==> src/rtl/alu_issue_sequencer_if.sv <==
// Handshake and datapath bundle between the ALU issue sequencer and its environment
// (fetch/decode, register file, ALU).
interface alu_issue_sequencer_if;
    logic        instr_valid;
    logic        instr_ready;
    logic [31:0] instr;

    logic [4:0]  rf_rd_addr1;
    logic [4:0]  rf_rd_addr2;
    logic [31:0] rf_rd_data1;
    logic [31:0] rf_rd_data2;

    logic [31:0] alu_a;
    logic [31:0] alu_b;
    logic [4:0]  alu_shamt;
    logic [2:0]  alu_control;
    logic        alu_select;
    logic [31:0] alu_res;
    logic [2:0]  alu_flags;

    logic        rf_wr_en;
    logic [4:0]  rf_wr_addr;
    logic [31:0] rf_wr_data;

    logic        br_taken;
    logic [15:0] br_offset;
    logic        done;
    logic        illegal;

    modport master (
        input  instr_valid, instr, rf_rd_data1, rf_rd_data2, alu_res, alu_flags,
        output instr_ready, rf_rd_addr1, rf_rd_addr2, alu_a, alu_b, alu_shamt,
               alu_control, alu_select, rf_wr_en, rf_wr_addr, rf_wr_data,
               br_taken, br_offset, done, illegal
    );

    modport slave (
        output instr_valid, instr, rf_rd_data1, rf_rd_data2, alu_res, alu_flags,
        input  instr_ready, rf_rd_addr1, rf_rd_addr2, alu_a, alu_b, alu_shamt,
               alu_control, alu_select, rf_wr_en, rf_wr_addr, rf_wr_data,
               br_taken, br_offset, done, illegal
    );
endinterface

==> src/rtl/alu_issue_sequencer.sv <==
// Four-cycle issue FSM: accept, read operands, execute on the external ALU, then write back
// or resolve a flag-conditional branch. One instruction in flight, no buffering.
module alu_issue_sequencer #(
    parameter logic [5:0] OPC_ALU = 6'b000000,
    parameter logic [5:0] OPC_BR  = 6'b000001
) (
    input logic                   clk,
    input logic                   rst,
    alu_issue_sequencer_if.master bus
);

    typedef enum logic [1:0] {StIdle, StRead, StExec, StWb} state_t;

    state_t      state_q;
    logic        carry_q;
    logic [5:0]  opc_q;
    logic [1:0]  cond_q;
    logic [15:0] lo_q;
    logic        cond_hit;

    logic [4:0]  rd;
    logic [4:0]  shamt;
    logic        sel;
    logic [2:0]  fn;
    logic        is_br;
    logic        unused_lo;

    assign rd        = lo_q[15:11];
    assign shamt     = lo_q[10:6];
    assign sel       = lo_q[3];
    assign fn        = lo_q[2:0];
    assign is_br     = (opc_q == OPC_BR);
    assign unused_lo = ^lo_q[5:4];

    // Flags are sampled from the ALU while rs sits on alu_a; carry comes from the last ALU add.
    always_comb begin
        cond_hit = 1'b0;
        unique case (cond_q)
            2'd0: cond_hit = bus.alu_flags[0];
            2'd1: cond_hit = ~bus.alu_flags[0];
            2'd2: cond_hit = bus.alu_flags[1];
            2'd3: cond_hit = carry_q;
        endcase
    end

    always_ff @(posedge clk) begin
        if (rst) begin
            state_q         <= StIdle;
            carry_q         <= 1'b0;
            opc_q           <= '0;
            cond_q          <= '0;
            lo_q            <= '0;
            bus.instr_ready <= 1'b1;
            bus.rf_rd_addr1 <= '0;
            bus.rf_rd_addr2 <= '0;
            bus.alu_a       <= '0;
            bus.alu_b       <= '0;
            bus.alu_shamt   <= '0;
            bus.alu_control <= '0;
            bus.alu_select  <= 1'b0;
            bus.rf_wr_en    <= 1'b0;
            bus.rf_wr_addr  <= '0;
            bus.rf_wr_data  <= '0;
            bus.br_taken    <= 1'b0;
            bus.br_offset   <= '0;
            bus.done        <= 1'b0;
            bus.illegal     <= 1'b0;
        end else begin
            bus.rf_wr_en <= 1'b0;
            bus.br_taken <= 1'b0;
            bus.done     <= 1'b0;
            bus.illegal  <= 1'b0;

            unique case (state_q)
                StIdle: begin
                    if (bus.instr_valid && bus.instr_ready) begin
                        opc_q           <= bus.instr[31:26];
                        cond_q          <= bus.instr[17:16];
                        lo_q            <= bus.instr[15:0];
                        bus.rf_rd_addr1 <= bus.instr[25:21];
                        bus.rf_rd_addr2 <= bus.instr[20:16];
                        bus.instr_ready <= 1'b0;
                        state_q         <= StRead;
                    end
                end
                StRead: begin
                    // Operands go straight into the ALU drive registers, held until next EXEC.
                    bus.alu_a       <= bus.rf_rd_data1;
                    bus.alu_b       <= bus.rf_rd_data2;
                    bus.alu_shamt   <= shamt;
                    bus.alu_control <= is_br ? 3'b000 : fn;
                    bus.alu_select  <= is_br ? 1'b0 : sel;
                    state_q         <= StExec;
                end
                StExec: begin
                    bus.done <= 1'b1;
                    if (opc_q == OPC_ALU) begin
                        if (fn == 3'b000) begin
                            carry_q <= bus.alu_flags[2];
                        end
                        bus.rf_wr_en   <= (rd != 5'd0);
                        bus.rf_wr_addr <= rd;
                        bus.rf_wr_data <= bus.alu_res;
                    end else if (is_br) begin
                        bus.br_taken  <= cond_hit;
                        bus.br_offset <= lo_q;
                    end else begin
                        bus.illegal <= 1'b1;
                    end
                    state_q <= StWb;
                end
                StWb: begin
                    bus.instr_ready <= 1'b1;
                    state_q         <= StIdle;
                end
            endcase
        end
    end

endmodule

==> src/flat_wrapper.sv <==
// flat-port wrapper written by rule: the top's interface ports become plain ports
module alu_issue_sequencer_flat 
#(
    parameter logic [5:0] OPC_ALU = 6'b000000,
    parameter logic [5:0] OPC_BR  = 6'b000001
)
  (clk, rst, bus_instr_valid, bus_instr, bus_rf_rd_data1, bus_rf_rd_data2, bus_alu_res, bus_alu_flags, bus_instr_ready, bus_rf_rd_addr1, bus_rf_rd_addr2, bus_alu_a, bus_alu_b, bus_alu_shamt, bus_alu_control, bus_alu_select, bus_rf_wr_en, bus_rf_wr_addr, bus_rf_wr_data, bus_br_taken, bus_br_offset, bus_done, bus_illegal);
  alu_issue_sequencer_if bus_i ();
  input logic clk;
  input logic rst;
  input wire logic [$bits(bus_i.instr_valid)-1:0] bus_instr_valid;
  input wire logic [$bits(bus_i.instr)-1:0] bus_instr;
  input wire logic [$bits(bus_i.rf_rd_data1)-1:0] bus_rf_rd_data1;
  input wire logic [$bits(bus_i.rf_rd_data2)-1:0] bus_rf_rd_data2;
  input wire logic [$bits(bus_i.alu_res)-1:0] bus_alu_res;
  input wire logic [$bits(bus_i.alu_flags)-1:0] bus_alu_flags;
  output wire logic [$bits(bus_i.instr_ready)-1:0] bus_instr_ready;
  output wire logic [$bits(bus_i.rf_rd_addr1)-1:0] bus_rf_rd_addr1;
  output wire logic [$bits(bus_i.rf_rd_addr2)-1:0] bus_rf_rd_addr2;
  output wire logic [$bits(bus_i.alu_a)-1:0] bus_alu_a;
  output wire logic [$bits(bus_i.alu_b)-1:0] bus_alu_b;
  output wire logic [$bits(bus_i.alu_shamt)-1:0] bus_alu_shamt;
  output wire logic [$bits(bus_i.alu_control)-1:0] bus_alu_control;
  output wire logic [$bits(bus_i.alu_select)-1:0] bus_alu_select;
  output wire logic [$bits(bus_i.rf_wr_en)-1:0] bus_rf_wr_en;
  output wire logic [$bits(bus_i.rf_wr_addr)-1:0] bus_rf_wr_addr;
  output wire logic [$bits(bus_i.rf_wr_data)-1:0] bus_rf_wr_data;
  output wire logic [$bits(bus_i.br_taken)-1:0] bus_br_taken;
  output wire logic [$bits(bus_i.br_offset)-1:0] bus_br_offset;
  output wire logic [$bits(bus_i.done)-1:0] bus_done;
  output wire logic [$bits(bus_i.illegal)-1:0] bus_illegal;
  assign bus_i.instr_valid = bus_instr_valid;
  assign bus_i.instr = bus_instr;
  assign bus_i.rf_rd_data1 = bus_rf_rd_data1;
  assign bus_i.rf_rd_data2 = bus_rf_rd_data2;
  assign bus_i.alu_res = bus_alu_res;
  assign bus_i.alu_flags = bus_alu_flags;
  assign bus_instr_ready = bus_i.instr_ready;
  assign bus_rf_rd_addr1 = bus_i.rf_rd_addr1;
  assign bus_rf_rd_addr2 = bus_i.rf_rd_addr2;
  assign bus_alu_a = bus_i.alu_a;
  assign bus_alu_b = bus_i.alu_b;
  assign bus_alu_shamt = bus_i.alu_shamt;
  assign bus_alu_control = bus_i.alu_control;
  assign bus_alu_select = bus_i.alu_select;
  assign bus_rf_wr_en = bus_i.rf_wr_en;
  assign bus_rf_wr_addr = bus_i.rf_wr_addr;
  assign bus_rf_wr_data = bus_i.rf_wr_data;
  assign bus_br_taken = bus_i.br_taken;
  assign bus_br_offset = bus_i.br_offset;
  assign bus_done = bus_i.done;
  assign bus_illegal = bus_i.illegal;
  alu_issue_sequencer #(.OPC_ALU(OPC_ALU), .OPC_BR(OPC_BR)) u_core (.clk(clk), .rst(rst), .bus(bus_i));
endmodule
==> config.mk <==
export PLATFORM = sky130hd
export DESIGN_NAME = alu_issue_sequencer_flat
export DESIGN_NICKNAME = d
export VERILOG_FILES = /design/src/rtl/alu_issue_sequencer_if.sv /design/src/rtl/alu_issue_sequencer.sv /design/src/flat_wrapper.sv
export SDC_FILE = /design/constraint.sdc
export NUM_CORES = 1
export LEC_CHECK = 0
export ABC_CLOCK_PERIOD_IN_PS = 4000
export CAP_MARGIN = 30
export CORE_MARGIN = 2
export CORE_UTILIZATION = 44
export CTS_BUF_LIST = sky130_fd_sc_hd__clkbuf_16
export CTS_CLUSTER_SIZE = 14
export DETAILED_ROUTE_END_ITERATION = 16
export HOLD_SLACK_MARGIN = 0.02
export PLACE_DENSITY_LB_ADDON = 0.3
export REMOVE_ABC_BUFFERS = 1
export SLEW_MARGIN = 5
export SYNTH_ARGS = -nofsm -noshare
export SYNTH_HDL_FRONTEND = slang
export SYNTH_SLANG_ARGS = --single-unit
==> constraint.sdc <==
create_clock -name clk -period 4 [get_ports clk]
set_input_delay 0.4 -clock clk [delete_from_list [all_inputs] [get_ports clk]]
set_output_delay 0.4 -clock clk [all_outputs]
set_load 0.05 [all_outputs]
==> flow_summary.toml <==
[logic_synthesis]
synth_edf_count = 0
synth-seq-cells = 166
syn_area_mm2 = 0.00611
synthTopCellsByCount = "dfxtp_1, nand2_1, mux2i_1, nor2_1, o21ai_1"
synthArstFlopShare_pct = 0
synth_area_leaders = "dfxtp_1, mux2i_1, nand2_1"
synth_largest_area_cell = "dfxtp_1"
ys.flop_type = "dfxtp_1"
synth_most_common_cell = "dfxtp_1"
seq_area_frac_synth_pct = 54.4
synth_warnings = 0
synth_top_area_share_pct = 54.4
synth_cell_type_count = 37
post_synth.cell_area_avg_um2 = 9.12
synthCells = 670

[pwr]
total_power_w = 0.00608
p_per_area_mw_per_mm2 = 639
leakage_nw = 3.47
peakVddDrop_mv = 0.373

[worst_setup_path]
cp_data_required_time_ns = 4.29
cp_max_fo = 40
cp-start-kind = "flip-flop"
crit_buf_inv = 3
cp.arrival_ns = 2.55
path_cells = "inv_1 -> ha_1 -> nor3b_2 -> buf_4 -> and2_1 -> buf_4 -> o21ai_1"
crit_type = "flip-flop to flip-flop"
cp_slowest_cell = "buf_4"
crit_family = "buffers and inverters"
cpPeakStageDelay_ns = 0.40
end_kind = "flip-flop"
cp_common_cell = "buf_4"

[clock_network]
clock-sinks = 166
cts_hold_buf = 0
clk_path_buf_depth = 2
clk_latency_ns = 0.42
root_buffer = "clkbuf_16"
cts_tree = "done"
clkTransAtPathRegs_ns = 0.06
cts_buffers = 17
post_cts.repair.setup_buffers = 0
ctsResizeCount = 0
htree_levels = 4

[detailed_routing]
drt_wl_total_um = 17800
vias = 5589
drt-initial-drc-count = 272
first_pass_iters = 4
vias_per_cell = 5.04
wl_per_cell_um = 16.0
drc = 0
ant_nets = 0

[flow_run]
maxCapViolations = 0

[floorplan]
coreArea_mm2 = 0.0137
io_pins = 275
die_w_um = 122
die-height_um = 122
start_util_pct = 44.6
die_area_mm2 = 0.0149
rows = 43

[place]
hpwl_um = 12300
gp_congestion = 0.775
place_area_mm2 = 0.00894
dp.cells = 1076
portBuffers = 274

[sta]
drv_slew = 0
setup_viol = 0
max_slew_margin_pct = 39.4
hold_ws_ns = 0.446
min_period_over_period_pct = 56.5
fin_skew_ns = 0.00793
tightest_slew_ns = 0.908
max_freq_mhz = 443
setup_tns_ns = 0
grt_setup_unrepaired = "no"
period_minus_slack_ns = 2.26
hold_violations = 0

[final_layout]
diodes = 0
layout.cells.non_filler = 1110
fin_nets = 1056
drive_gt1_share_pct = 4.73
fin_area_mm2 = 0.00952
area_growth_pct = 55.7

[grt]
grt_pass1_vias = 5356
grt_pass1_wl_um = 27400
antenna_found_initial = 0
grt.total_usage_pct = 23.8
grt-ovfl-total = 0
grt_max_degree = 79

[min_path]
hold_class = "input pin to flip-flop"

[run_status]
status = "completed"
==> path summary, 6_finish.rpt <==
check | from | cells past startpoint | slack [ns] | to
worst min register to register | u_core.bus.rf_wr_addr[1] | 2 | 0.45 | u_core.bus.rf_wr_addr[1]
worst max register to register | u_core.state_q[0] | 7 | 1.74 | u_core.bus.rf_wr_data[7]
worst max-delay path | u_core.state_q[0] | 7 | 1.74 | u_core.bus.rf_wr_data[7]
worst min-delay path | rst | 2 | 0.45 | u_core.bus.alu_a[8]
==> power breakdown <==
| part | total (W) | switching, W | internal, W |
|---|---|---|---|
| clock | 0.00154 | 0.000637 | 0.000899 |
| combinational | 0.00246 | 0.00156 | 0.000894 |
| sequential | 0.00209 | 0.000165 | 0.00192 |
==> cells in the final DEF, fill, tap and decap left out, types with 8 or more instances in the layout <==
| cell type | synthesis | final |
|---|---|---|
| mux2i_1 | 70 | 70 |
| a21oi_1 | 49 | 49 |
| inv_1 | 3 | 8 |
| nand4_1 | 38 | 38 |
| clkbuf_16 | 0 | 17 |
| nand3_1 | 17 | 16 |
| clkdlybuf4s50_1 | 0 | 273 |
| buf_4 | 5 | 9 |
| dfxtp_1 | 166 | 166 |
| nand2_1 | 107 | 107 |
| o21ai_1 | 53 | 53 |
| nor2_1 | 70 | 70 |
==> through the flow <==
step	utilization [%]	setup slack (ns)
after floorplan	-	-0.421
after global placement	65.1	1.67
after detailed placement	65.2	1.78
after CTS	69.2	1.76
after global routing	69.4	1.51
final	69.4	1.74
==> registers in the layout, indices dropped and copies added, names as in the netlist, 2 cells and up <==
register                cells
u_core.bus.alu_a           32
u_core.bus.alu_b           32
u_core.bus.alu_control      3
u_core.bus.alu_shamt        5
u_core.bus.br_offset       16
u_core.bus.rf_rd_addr1      5
u_core.bus.rf_rd_addr2      5
u_core.bus.rf_wr_addr       5
u_core.bus.rf_wr_data      32
u_core.lo_q                16
u_core.opc_q                6
u_core.state_q              2
==> cell type report <==
| type | instances | area [µm²] |
|---|---|---|
| fillers | 1086 | 4200 |
| flip-flops and latches | 166 | 3320 |
| clock inverters | 15 | 124 |
| repair buffers | 284 | 2840 |
| multi-input cells | 444 | 2570 |
| well taps | 180 | 225 |
| inverters | 4 | 15.0 |
| clock buffers | 17 | 425 |
==> metal layers <==
metal / part of all wire, % / global-route usage, %
met5: 0 / 0
met4: 1.5 / 8.19
met3: 11 / 11.2
met2: 47 / 39.7
met1: 40 / 26.8
==> logic make-up (layout without fill, tap and decap cells) <==
family          Yosys count  after routing  share of synthesized area (%)
mux                      70             70                           11.5
buf+inv                  60            320                           4.28
compound gates          114            114                           9.76
flops                   166            166                           54.4
fa+ha+maj                 5              5                           1.02
simple gates            255            255                           19.1
No activity file was read; power rests on OpenSTA's default activity.
